<file path="src/rtl/serial_port.sv">
// serial_port: 8N1 UART behind the CPU serial window (data 0xBF00, state 0xBF01).
// Define SERIAL_LOOPBACK_EN to feed the receiver from txd instead of the rxd pin.
module serial_port #(
  parameter int CLKS_PER_BIT = 434
) (
  input  logic       clk,
  input  logic       rst,
  input  logic [1:0] index,
  input  logic       rd_en,
  input  logic       wr_en,
  input  logic [7:0] wr_data,
  input  logic       rxd,
  output logic       txd,
  output logic [7:0] serialPortData,
  output logic [1:0] serialPortState
);

  localparam int CW = $clog2(CLKS_PER_BIT);
  localparam logic [CW-1:0] BIT_END  = CW'(CLKS_PER_BIT - 1);
  localparam logic [CW-1:0] HALF_END = CW'(CLKS_PER_BIT / 2 - 1);

  typedef enum logic [1:0] {
    TX_IDLE, TX_START, TX_DATA, TX_STOP
  } tx_state_t;

  typedef enum logic [2:0] {
    RX_IDLE, RX_START, RX_DATA, RX_STOP, RX_BREAK
  } rx_state_t;

  logic          sel;
  logic          rd_ack;
  logic          tx_accept;
  logic          tx_bit_end;
  logic          tx_ready;
  tx_state_t     tx_state;
  tx_state_t     tx_next;
  logic [CW-1:0] tx_cnt;
  logic [2:0]    tx_idx;
  logic [7:0]    tx_buf;

  logic          rx_in;
  logic [1:0]    rx_sync;
  logic          rx_s;
  rx_state_t     rx_state;
  rx_state_t     rx_next;
  logic [CW-1:0] rx_cnt;
  logic [2:0]    rx_idx;
  logic [7:0]    rx_shreg;
  logic          rx_bit_end;
  logic          rx_half_end;
  logic          rx_cnt_clr;
  logic          rx_shift;
  logic          rx_done;
  logic [7:0]    rx_hold;
  logic          rx_avail;

  assign sel        = index == 2'b10;
  assign rd_ack     = rd_en && sel;
  assign tx_bit_end = tx_cnt == BIT_END;
  assign tx_ready   = tx_state == TX_IDLE;

  // Accepting in the last STOP cycle gives back-to-back frames
  assign tx_accept = wr_en && sel &&
                     (tx_ready || (tx_state == TX_STOP && tx_bit_end));

  always_ff @(posedge clk or negedge rst) begin
    if (!rst) tx_state <= TX_IDLE;
    else      tx_state <= tx_next;
  end

  always_comb begin
    tx_next = tx_state;
    unique case (tx_state)
      TX_IDLE:  if (tx_accept) tx_next = TX_START;
      TX_START: if (tx_bit_end) tx_next = TX_DATA;
      TX_DATA:  if (tx_bit_end && tx_idx == 3'd7) tx_next = TX_STOP;
      TX_STOP:  if (tx_bit_end) tx_next = tx_accept ? TX_START : TX_IDLE;
      default:  tx_next = TX_IDLE;
    endcase
  end

  always_comb begin
    txd = 1'b1;
    unique case (tx_state)
      TX_START: txd = 1'b0;
      TX_DATA:  txd = tx_buf[tx_idx];
      default:  txd = 1'b1;
    endcase
  end

  always_ff @(posedge clk or negedge rst) begin
    if (!rst) begin
      tx_cnt <= '0;
      tx_idx <= '0;
      tx_buf <= '0;
    end else begin
      if (tx_accept) tx_buf <= wr_data;
      if (tx_ready || tx_bit_end) tx_cnt <= '0;
      else                        tx_cnt <= tx_cnt + 1'b1;
      if (tx_state != TX_DATA) tx_idx <= '0;
      else if (tx_bit_end)     tx_idx <= tx_idx + 1'b1;
    end
  end

`ifdef SERIAL_LOOPBACK_EN
  logic unused_rxd;
  assign unused_rxd = rxd;
  assign rx_in      = txd;
`else
  assign rx_in = rxd;
`endif

  always_ff @(posedge clk or negedge rst) begin
    if (!rst) rx_sync <= 2'b11;
    else      rx_sync <= {rx_sync[0], rx_in};
  end

  assign rx_s        = rx_sync[1];
  assign rx_bit_end  = rx_cnt == BIT_END;
  assign rx_half_end = rx_cnt == HALF_END;

  always_ff @(posedge clk or negedge rst) begin
    if (!rst) rx_state <= RX_IDLE;
    else      rx_state <= rx_next;
  end

  always_comb begin
    rx_next = rx_state;
    unique case (rx_state)
      RX_IDLE:  if (!rx_s) rx_next = RX_START;
      RX_START: if (rx_half_end) rx_next = rx_s ? RX_IDLE : RX_DATA;
      RX_DATA:  if (rx_bit_end && rx_idx == 3'd7) rx_next = RX_STOP;
      RX_STOP:  if (rx_bit_end) rx_next = rx_s ? RX_IDLE : RX_BREAK;
      RX_BREAK: if (rx_s) rx_next = RX_IDLE;
      default:  rx_next = RX_IDLE;
    endcase
  end

  // Counter restarts at mid-start so later samples land mid-bit
  always_comb begin
    rx_cnt_clr = rx_bit_end;
    rx_shift   = 1'b0;
    rx_done    = 1'b0;
    unique case (rx_state)
      RX_IDLE:  rx_cnt_clr = 1'b1;
      RX_BREAK: rx_cnt_clr = 1'b1;
      RX_START: rx_cnt_clr = rx_half_end;
      RX_DATA:  rx_shift   = rx_bit_end;
      RX_STOP:  rx_done    = rx_bit_end && rx_s;
      default:  rx_cnt_clr = 1'b1;
    endcase
  end

  always_ff @(posedge clk or negedge rst) begin
    if (!rst) begin
      rx_cnt   <= '0;
      rx_idx   <= '0;
      rx_shreg <= '0;
    end else begin
      if (rx_cnt_clr) rx_cnt <= '0;
      else            rx_cnt <= rx_cnt + 1'b1;
      if (rx_state != RX_DATA) rx_idx <= '0;
      else if (rx_bit_end)     rx_idx <= rx_idx + 1'b1;
      if (rx_shift) rx_shreg <= {rx_s, rx_shreg[7:1]};
    end
  end

  always_ff @(posedge clk or negedge rst) begin
    if (!rst) begin
      rx_hold  <= '0;
      rx_avail <= 1'b0;
    end else begin
      if (rx_done) rx_hold <= rx_shreg;
      if (rx_done)     rx_avail <= 1'b1;
      else if (rd_ack) rx_avail <= 1'b0;
    end
  end

  assign serialPortData  = rx_hold;
  assign serialPortState = {rx_avail, tx_ready};

endmodule

</file>
<file path="config.mk">
export PLATFORM = sky130hd
export DESIGN_NAME = serial_port
export DESIGN_NICKNAME = d
export VERILOG_FILES = /design/src/rtl/serial_port.sv
export SDC_FILE = /design/constraint.sdc
export NUM_CORES = 1
export LEC_CHECK = 0
export CELL_PAD_IN_SITES_DETAIL_PLACEMENT = 2
export CELL_PAD_IN_SITES_GLOBAL_PLACEMENT = 2
export CORE_UTILIZATION = 38
export CTS_BUF_LIST = sky130_fd_sc_hd__clkbuf_16
export DETAILED_ROUTE_END_ITERATION = 16
export GPL_ROUTABILITY_DRIVEN = 0
export GPL_TIMING_DRIVEN = 1
export PLACE_DENSITY = 0.84
export SYNTH_ARGS = -nofsm -noshare
export SYNTH_HDL_FRONTEND = slang
export SYNTH_SLANG_ARGS = --single-unit
</file>
<file path="constraint.sdc">
create_clock -name clk -period 2.4 [get_ports clk]
set_input_delay 0.48 -clock clk [delete_from_list [all_inputs] [get_ports clk]]
set_output_delay 0.48 -clock clk [all_outputs]
set_load 0.005 [all_outputs]
</file>
# Word-level counts from Yosys, hierarchy flattened

Cells that the tools add are included.

Output and inout bits: 11
Memory bits (writable): 0
Bits in latches: 0
Register bits after elaboration: 56
Memory bits (read-only): 0
Memories: 0

Add/sub/neg operators: 4
Multiplexer cells: 28
Shift operators: 0
Bitwise logic cells: 0
Div/mod/pow operators: 0
Multiply operators: 0
Reductions and logical operators: 17
Equal/unequal tests: 24
Magnitude comparators: 1

Operator list:

| operator                                                             | count |
|---|---|
| 3-bit 2-to-1 mux                                                     | 10 |
| 2-bit != test, second input constant                                 | 10 |
| 9-bit by 1-bit adder with 9-bit output, second input constant        | 2 |
| 9-bit == test, second input constant                                 | 2 |
| 9-bit 2-to-1 mux                                                     | 2 |
| 3-bit case mux with 5 select lines                                   | 1 |
| 2-bit 2-to-1 mux                                                     | 5 |
| 3-bit == test, second input constant                                 | 3 |
| 9-bit by 8-bit == test with 1-bit output, second input constant      | 1 |
| 2-bit case mux with 4 select lines                                   | 1 |
| 1-bit logical AND                                                    | 7 |
| 3-bit by 1-bit adder with 3-bit output, second input constant        | 2 |
| 2-bit == test, second input constant                                 | 3 |
| 3-bit by 2-bit == test with 1-bit output, second input constant      | 2 |
| 1-bit 2-to-1 mux                                                     | 6 |
| 2-bit nonzero test                                                   | 3 |
| 5-bit AND reduction                                                  | 1 |
| 3-bit by 4-bit < comparator with 1-bit output, second input constant | 1 |
| 1-bit case mux with 2 select lines                                   | 2 |
| 4-bit AND reduction                                                  | 1 |
| 1-bit binary-select mux with 3-bit select                            | 1 |
| 3-bit by 1-bit == test with 1-bit output, second input constant      | 1 |
| 3-bit zero test                                                      | 1 |
| 3-bit by 2-bit != test with 1-bit output, second input constant      | 1 |
| other kinds (4)                                                      | 5 |

# Depth between registers and ports, before layout

Gate-level depths: netlist of the first run.

Word-level depth: 7
Mapped depth: 8
Gate-level depth less buffers: 6

# Worst setup path after synthesis of the first run

No wires, ideal clock.

Path kind: register -> register
Start point: register rx_cnt[1]
End point: register rx_shreg[0]
Stages on the path, launching flop included: 9
Path buffers: 2
Setup slack: 0.592 ns
Arrival: 1.683 ns
Setup time: 0.125 ns
Path through: dfrtp_1 -> inv_1 -> ha_1 -> nand4bb_1 -> or2_1 -> buf_6 -> or2_1 -> buf_6 -> mux2_4

Cells in the longest elaborated chain, start to end: 2

RTL lines:

| element                | line | RTL |
|---|---|---|
| from (decl)            | 46   | `logic [CW-1:0] rx_cnt;` |
| from (signal assigned) | 161  | `else rx_cnt <= rx_cnt + 1'b1;` |
| 9-bit == test          | 119  | `assign rx_bit_end = rx_cnt == BIT_END;` |
| 1-bit 2-to-1 mux       | 144  | `unique case (rx_state)` |
| to (signal assigned)   | 164  | `if (rx_shift) rx_shreg <= {rx_s, rx_shreg[7:1]};` |
| to (decl)              | 48   | `logic [7:0] rx_shreg;` |

Every way passes these cells.
A chain may end at the register's enable or synchronous reset.

# Worst setup path in the final report of the first run

Start point: register tx_idx[0]
End point: output port txd

Cells in the longest elaborated chain, start to end: 3

RTL lines:

| element                                   | line | RTL |
|---|---|---|
| from (decl)                               | 38   | `logic [2:0] tx_idx;` |
| from (signal assigned)                    | 101  | `else if (tx_bit_end) tx_idx <= tx_idx + 1'b1;` |
| 1-bit binary-select mux with 3-bit select | 86   | `TX_DATA: txd = tx_buf[tx_idx];` |
| 1-bit 2-to-1 mux (implied by the code)    | 86   |  |
| 1-bit case mux with 2 select lines        | 84   | `unique case (tx_state)` |
| to (decl)                                 | 13   | `output logic txd,` |

Every way passes these cells. The select of a mux whose other input is x is not followed.

==> results of run 1 <==
[per-layer routing]
layer  vias up  global-route usage, %  routed length, um
met1       952                   22.3               2600
met5         -                      0                  0
li1        826                      -                  -
met2        24                   36.7               3650
met3         7                   3.18                125
met4         0                   4.24                 73
[worst max-delay path by stage]
| stage | to | slack, ns |
|---|---|---|
| 5_1_grt | txd | 0.02 |
| 3_5_place_dp | txd | 0.24 |
| 4_1_cts | txd | 0.11 |
| 3_3_place_gp | txd | 0.33 |
| 2_1_floorplan | rx_shreg[0] | 0.59 |
| 6_report | txd | 0.13 |
[power by group]
group | internal (mW) | total, mW | switching (mW)
sequential | 1.06 | 1.16 | 0.106
combinational | 0.267 | 0.531 | 0.264
clock | 0.381 | 0.713 | 0.333
total | 1.71 | 2.41 | 0.703
[cell type report]
class | instances | area, um^2
Fill cell | 687 | 3600
Sequential cell | 56 | 1410
Multi-Input combinational cell | 153 | 1200
Timing Repair Buffer | 30 | 294
Clock buffer | 5 | 125
Tap cell | 96 | 120
Inverter | 9 | 33.8
Clock inverter | 3 | 15.0
[placed cells by master (no fill, tap or decap), types with 2 or more instances in the layout]
cell	synthesis	final
nand2_1	9	9
clkbuf_16	0	5
or2_1	2	2
nand3b_1	3	3
a211oi_1	2	2
and3_1	2	2
dfrtp_1	54	53
nor2_1	29	29
or2_2	2	2
buf_4	2	4
xor2_1	5	5
nand2b_1	3	3
nor3_1	4	4
clkdlybuf4s50_1	0	23
mux2_4	8	8
inv_1	9	10
mux4_2	2	2
xnor2_1	11	11
a31oi_1	3	3
ha_1	13	13
a21oi_1	7	7
dfstp_2	2	2
nor2b_1	2	2
mux2_2	17	17
mux2i_1	4	4
nand3_1	10	10
[kinds of logic (layout without fill, tap and decap cells)]
kind of cell	Yosys count	in the layout	share of synthesized area [%]
and+or+nand+nor	74	74	14.0
DFF	56	56	52.3
muxes	31	31	14.8
AOI/OAI and AO/OA	19	19	4.66
xor gates and xnor gates	16	16	5.22
buffers and inverters	15	47	3.03
adders and majority gates	13	13	6.06
[stage by stage]
step	area [um^2]	total power [mW]	std cells	utilization, %	hold slack [ns]
3_5_place_dp	3050	1.72	343	44.8	0.352
2_1_floorplan	2690	1.50	224	-	0.184
3_3_place_gp	3050	1.67	343	44.8	0.346
4_1_cts	3190	2.44	352	47.0	0.198
6_report	3190	2.41	352	47.0	0.171
5_1_grt	3190	2.54	352	47.0	0.232
[timing repair]
item,in CTS,in global routing
resized for setup,2,0
setup buffers,1,0
endpoints found under the setup margin,1,0
[critical path: cells and delay by family (launching register included)]
kind / cells / cell delay, ns
flip-flops: 1 / 0.40
multiplexers: 3 / 0.81
buffers and inverters: 1 / 0.27
[sequential cells by signal, summed over array words and instances (netlist names), 3 cells and up]
register and count:
rx_cnt 9, rx_idx 3, rx_shreg 8, rx_state 3
serialPortData 8, tx_buf 8, tx_cnt 9, tx_idx 3
==> results.txt, run 1 <==
For this design, the slowest cell found on the critical path is mux4_2. The flow ran to the end, and the final reports show no timing, DRC or antenna violations. The final setup TNS is 0 ns. The placeable core region is 6790 um^2. Averaged over all synthesized cells, the footprint is 12.0 um^2. The detailed router finished its first iteration with 61 violations. TritonCTS built the clock tree.

Summed over its instances, the top area cell type makes up 50.3% of the synthesized netlist area. Sequential cells were found to cover 52.3% of the synthesized design area. The critical path starts at tx_idx[0].

The clock insertion delay at the later pin of the skew report is 0.30 ns. The origin of the critical flop-to-flop path is rx_cnt[1]. The total routed wirelength came out at 6450 um. The DRC violations left came out at 0. The peak supply drop is 0.000281 V. The commonest cells after synthesis are 54 x dfrtp_1, 29 x nor2_1, 17 x mux2_2, 13 x ha_1, 11 x xnor2_1. The number of cells produced by synthesis came out at 224. The proportion of register bits with asynchronous set or reset after synthesis is 100%.

The number of max-cap violations came out at 0. The pre-CTS worst setup slack came out at 0.245 ns. The via count of the first global-routing pass is 2,057. The worst register-to-register path ends at rx_shreg[1].

Dividing the final minimum period by the clock period gives 94.5%. The initial core utilization is 39.5%. The cell area after technology mapping is 2690 um^2. The final worst setup slack came out at 0.132 ns.

The number of placement rows came out at 30. The maximum number of pins on one net before global-route repair came out at 34. Synthesis instantiated 41 different standard cells from the library. The post-detailed-route wirelength per cell is 18.3 um. The hold violation count in the final report came out at 0. Sorting the synthesized cells by area gives the leading types as dfrtp_1 50%, mux2_2 7.1%, ha_1 6.1%, mux2_4 4.5%, nor2_1 4.1%. The H-tree depth came out at 2. The worst register-to-register path has a depth of 6.

The detailed-routing iteration count for the pre-antenna-repair pass is 4. In the synthesized netlist the dominant register cell turns out to be dfrtp_1. In this run, synthesis inferred 0 flip-flops with an integrated enable.

In this run the tightest slew margin relative to its limit is 61.8%. The total global routing overflow is 0. The minimum period implied by the final worst setup slack came out at 2.27 ns. The biggest area contributor in the post-synthesis netlist is dfrtp_1.

The synthesis-to-layout area growth came out at 18.9%. The analysis attributes to cell leakage a power of 1.45 nW. The final number of setup-violating endpoints came out at 0. At the pin with the least slew margin, the transition time is 0.574 ns. The sum of net half-perimeters after detailed placement came out at 4780 um. The critical path goes through mux4_2, mux2i_1, mux2i_1, dlygate4sd2_1. The die covers 7410 um^2. The maximum fanout count along the critical path is 3.

The die is 86.1 um tall. TritonCTS created 5 clock buffers. The net count of the finished layout is 283.

The worst setup path is captured at an output pin. The kind of critical path is flip-flop to output pin. The count of buffers inserted at the top-level ports came out at 25. The global-route wire length before repair is 10,800 um. The cell occurring most often along the worst timing path is mux2i_1. The aggregate global-route resource usage came out at 19.2%.

The delay of the slowest cell on the worst path came out at 0.52 ns. The top achievable clock speed is 441 MHz. The per-cell via count in the routed design is 5.14. The post-cts hold buffer count is 0. The diode insertion count for antenna repair came out at 0.

The number of nets handed over by synthesis was 252. The path class of the tightest hold or removal check is input port to asynchronous set/reset pin. Clock-pin slew was measured on the worst setup and hold paths at 0.07 ns. The most common cell in the netlist is dfrtp_1. The post-synthesis register bit count came out at 56.

The number of antenna violations at the first check in global routing came out at 0. The max-slew violation count is 0. The data arrival time of the critical path is 1.79 ns. In this run the count of I/O pins placed on the die edge is 26.

The worst setup path is launched from a flip-flop. The chip width is 86.1 um. The number of warnings printed during yosys synthesis came out at 0. The number of sinks handled by clock tree synthesis came out at 56. Setup repair after global routing left no endpoint under its margin. The clock root buffer master is clkbuf_16. The clock skew after layout came out at 0.0108 ns.

Across all register-to-register paths, the minimum setup slack is 0.33 ns. The clock passes through at most 2 buffers. The power density over the cells came out at 754 nW/um^2. The number of nets with antenna violations after detailed routing came out at 0.

STA puts the critical path data required time at 1.92 ns. The detailed router placed 1,809 vias in this run. In the final layout, the share of cells above drive strength 1 is 18.0%.
Power figures use the tool's default switching activity.
==> run 2: changes to the inputs <==
--- a/config.mk
+++ b/config.mk
@@ -7,6 +7,7 @@
 export LEC_CHECK = 0
 export CELL_PAD_IN_SITES_DETAIL_PLACEMENT = 2
 export CELL_PAD_IN_SITES_GLOBAL_PLACEMENT = 2
+export CORE_MARGIN = 2
 export CORE_UTILIZATION = 38
 export CTS_BUF_LIST = sky130_fd_sc_hd__clkbuf_16
 export DETAILED_ROUTE_END_ITERATION = 16
==> run 2 against run 1 <==
  * Die area up 4.7%
  * Non-clock buffer count unchanged
  * Routed wire length down 5.9%
  * First-iteration DRC count down 34%
  * Global-route usage down 2.2 points
  * Final area unchanged
  * Total power up 0.59%
  * Combinational power down 3%
  * Highest routed layer unchanged
==> results.txt, run 2 (same netlist as run 1, synthesis figures left out) <==
The register-to-register setup slack is 0.36 ns. The worst path needs 2.20 ns of the cycle, external delays included. The total leakage power came out at 1.45 nW.

The switching power of the nets is 0.705 mW. The delay of the slowest cell on the worst path came out at 0.51 ns. The critical path required time is 1.92 ns. The endpoint identified for the worst register-to-register timing path is tx_buf[3]. Along the worst path, the maximum fanout reaches 4. The die covers 7760 um^2. The power density over the cells came out at 759 nW/um^2. Traced cell by cell, the critical path runs through mux4_2, mux2i_1, mux2i_1, dlygate4sd2_1.

The data arrival time of the critical path came out at 1.72 ns. The buffers plus inverters on the worst setup path came out at 1. The y dimension of the die is 88.1 um. For the pin with the worst max-slew slack, the measured transition is 0.714 ns.

The classification of the worst-slack hold path is input port to asynchronous set/reset pin. Setup repair after global routing left no endpoint under its margin. The diode insertion count for antenna repair is 0. The maximum count of clock buffers along a single path is 2.

The critical path capture point type is an output pin. The portion of the clock cycle consumed by the worst path in the final layout came out at 91.5%. The cell that appears most often on the critical path is mux2i_1. The first global-routing pass estimated 10,000 um of wire. The flow ran to the end, and the final reports show no timing, DRC or antenna violations.

The count of buffers inserted at the top-level ports came out at 25. The first-iteration detailed-routing DRC count came out at 40. At the end of the flow, the number of nets in the layout was 283. The I/O pin count came out at 26. The largest registers in the layout are rx_cnt: 9 flops, tx_cnt: 9 flops. In the layout the commonest cells are 53 x dfrtp_1, 29 x nor2_1, 23 x clkdlybuf4s50_1, 17 x mux2_2, 13 x ha_1. The max-slew violation count is 0. Summed over all layers, the global routing overflow is 0. The clock insertion delay at the later pin of the skew report is 0.29 ns. Before antenna repair, the detailed router went through 4 iterations. The synthesis-to-layout area growth came out at 18.9%. The switching part of the total power is 29.1%. The sequential share of power is 47.7%. The clock network accounts for 31.0% of the total power.

The per-cell via count in the routed design is 5.05. The post-detailed-route wirelength per cell is 17.2 um. Across the routed clock network, the largest skew measured is 0.00755 ns.

Leaving out fill and tap cells, the most frequent cell in the layout is dfrtp_1. The via count of the first global-routing pass was 2,054. Combinational logic burns 21.3% of the power.

The number of antenna violations at the first check in global routing is 0. The initialized floorplan defines 30 standard-cell rows. The aggregate global-route resource usage is 17.0%.

The clock slew at the register clock pins of the worst setup and hold paths came out at 0.07 ns. The worst reg2reg path depth came out at 6. The headroom to the max-slew limit came out at 52.4%. The cell-internal power came out at 1.72 mW. The number of nets with antenna violations after detailed routing came out at 0.

The initial utilization of the core area, before any placement, comes to 39.3%. The sum of net half-perimeters after detailed placement is 4330 um. Summing over every cut layer, the via total after detailed routing is 1,776. The clock tree synthesis step divided the H-tree into 2 levels.

TritonCTS built the clock tree. The placeable core region is 6830 um^2. The element type at the critical path start is a flip-flop. The top achievable clock speed came out at 455 MHz. The largest individual stage delay along the critical path comes from the cell mux4_2. The peak supply drop came out at 0.000294 V. In this run the critical register-to-register path is launched from tx_cnt[1]. The top cell family by delay on the critical path is multiplexers. The number of max-cap violations is 0.

The number of buffers created by CTS came out at 5. The hold violation count in the final report was 0. Clock tree synthesis selected as its root buffer the cell clkbuf_16. The final number of setup-violating endpoints is 0. The overall power after layout came out at 2.42 mW. The fraction of layout cells with a size suffix above 1 came out at 18.8%.

For this run, design rule violations remaining after detail routing come to 0. The worst setup path is of the flip-flop to output pin kind. Entering global routing, the biggest net connects 57 pins. The die is 88.1 um wide. Counting every sink on the clock net gives 56.

The final setup TNS came out at 0 ns. Wires add up to 6070 um.
==> run 2: cell counts in the layout (fill, tap and decap cells not counted) <==
Identical to the previous run, type by type.
==> run 2: area by class of cell <==
type                            instances  area, um^2
Inverter                                9        33.8
Timing Repair Buffer                   30         282
Sequential cell                        56        1410
Fill cell                             707        3640
Clock buffer                            5         125
Tap cell                               96         120
Multi-Input combinational cell        153        1200
Clock inverter                          3        27.5
==> run 2: worst max-delay path by stage <==
stage                   start           to  slack (ns)  depth (start not counted)
global route        tx_idx[0]          txd        0.09                          4
detailed placement  tx_idx[0]          txd        0.26                          4
finish              tx_idx[0]          txd        0.20                          4
global placement    tx_idx[0]          txd        0.32                          4
CTS                 tx_idx[0]          txd        0.18                          4
floorplan           rx_cnt[1]  rx_shreg[0]        0.59                          8
==> run 2: timing repair <==
action                     CTS  global route
hold buffers                 0             0
buffers inserted             1             0
setup endpoints to repair    1             0
gates resized for setup      2             0
==> run 2: power groups by stage <==
stage | combinational [mW] | sequential, mW | clock, mW
4_1_cts | 0.531 | 1.16 | 0.781
6_report | 0.516 | 1.16 | 0.751
2_1_floorplan | 0.362 | 1.14 | 0
5_1_grt | 0.590 | 1.18 | 0.806
3_5_place_dp | 0.527 | 1.18 | 0
3_3_place_gp | 0.496 | 1.17 | 0
==> run 2: metrics by stage <==
step                      hold WS, ns  utilization [%]  worst slack [ns]  instance area (um^2)  instances
after floorplan                 0.184                -             0.592                  2690        224
after global placement          0.346             44.4             0.317                  3030        343
after detailed placement        0.348             44.4             0.262                  3030        343
after CTS                       0.348             46.8             0.178                  3190        352
after global routing            0.366             46.8            0.0914                  3190        352
final                           0.318             46.8             0.204                  3190        352
==> run 2: per-layer routing <==
metal | GRT usage, % | share of wire [%] | vias up | wire (um)
met2 | 31.8 | 54 | 18 | 3300
li1 | - | - | 828 | -
met5 | 0 | 0 | - | 0
met3 | 2.36 | 1.5 | 8 | 91
met1 | 20.0 | 43 | 922 | 2580
met4 | 5.65 | 1.7 | 0 | 102
==> run 3: changes to the inputs <==
--- a/config.mk
+++ b/config.mk
@@ -7,12 +7,11 @@
 export LEC_CHECK = 0
 export CELL_PAD_IN_SITES_DETAIL_PLACEMENT = 2
 export CELL_PAD_IN_SITES_GLOBAL_PLACEMENT = 2
-export CORE_MARGIN = 2
+export CORE_MARGIN = 1
 export CORE_UTILIZATION = 38
 export CTS_BUF_LIST = sky130_fd_sc_hd__clkbuf_16
 export DETAILED_ROUTE_END_ITERATION = 16
 export GPL_ROUTABILITY_DRIVEN = 0
-export GPL_TIMING_DRIVEN = 1
 export PLACE_DENSITY = 0.84
 export SYNTH_ARGS = -nofsm -noshare
 export SYNTH_HDL_FRONTEND = slang
==> results of run 3 <==
Final layout, timing and power as in run 1 (identical DEF).
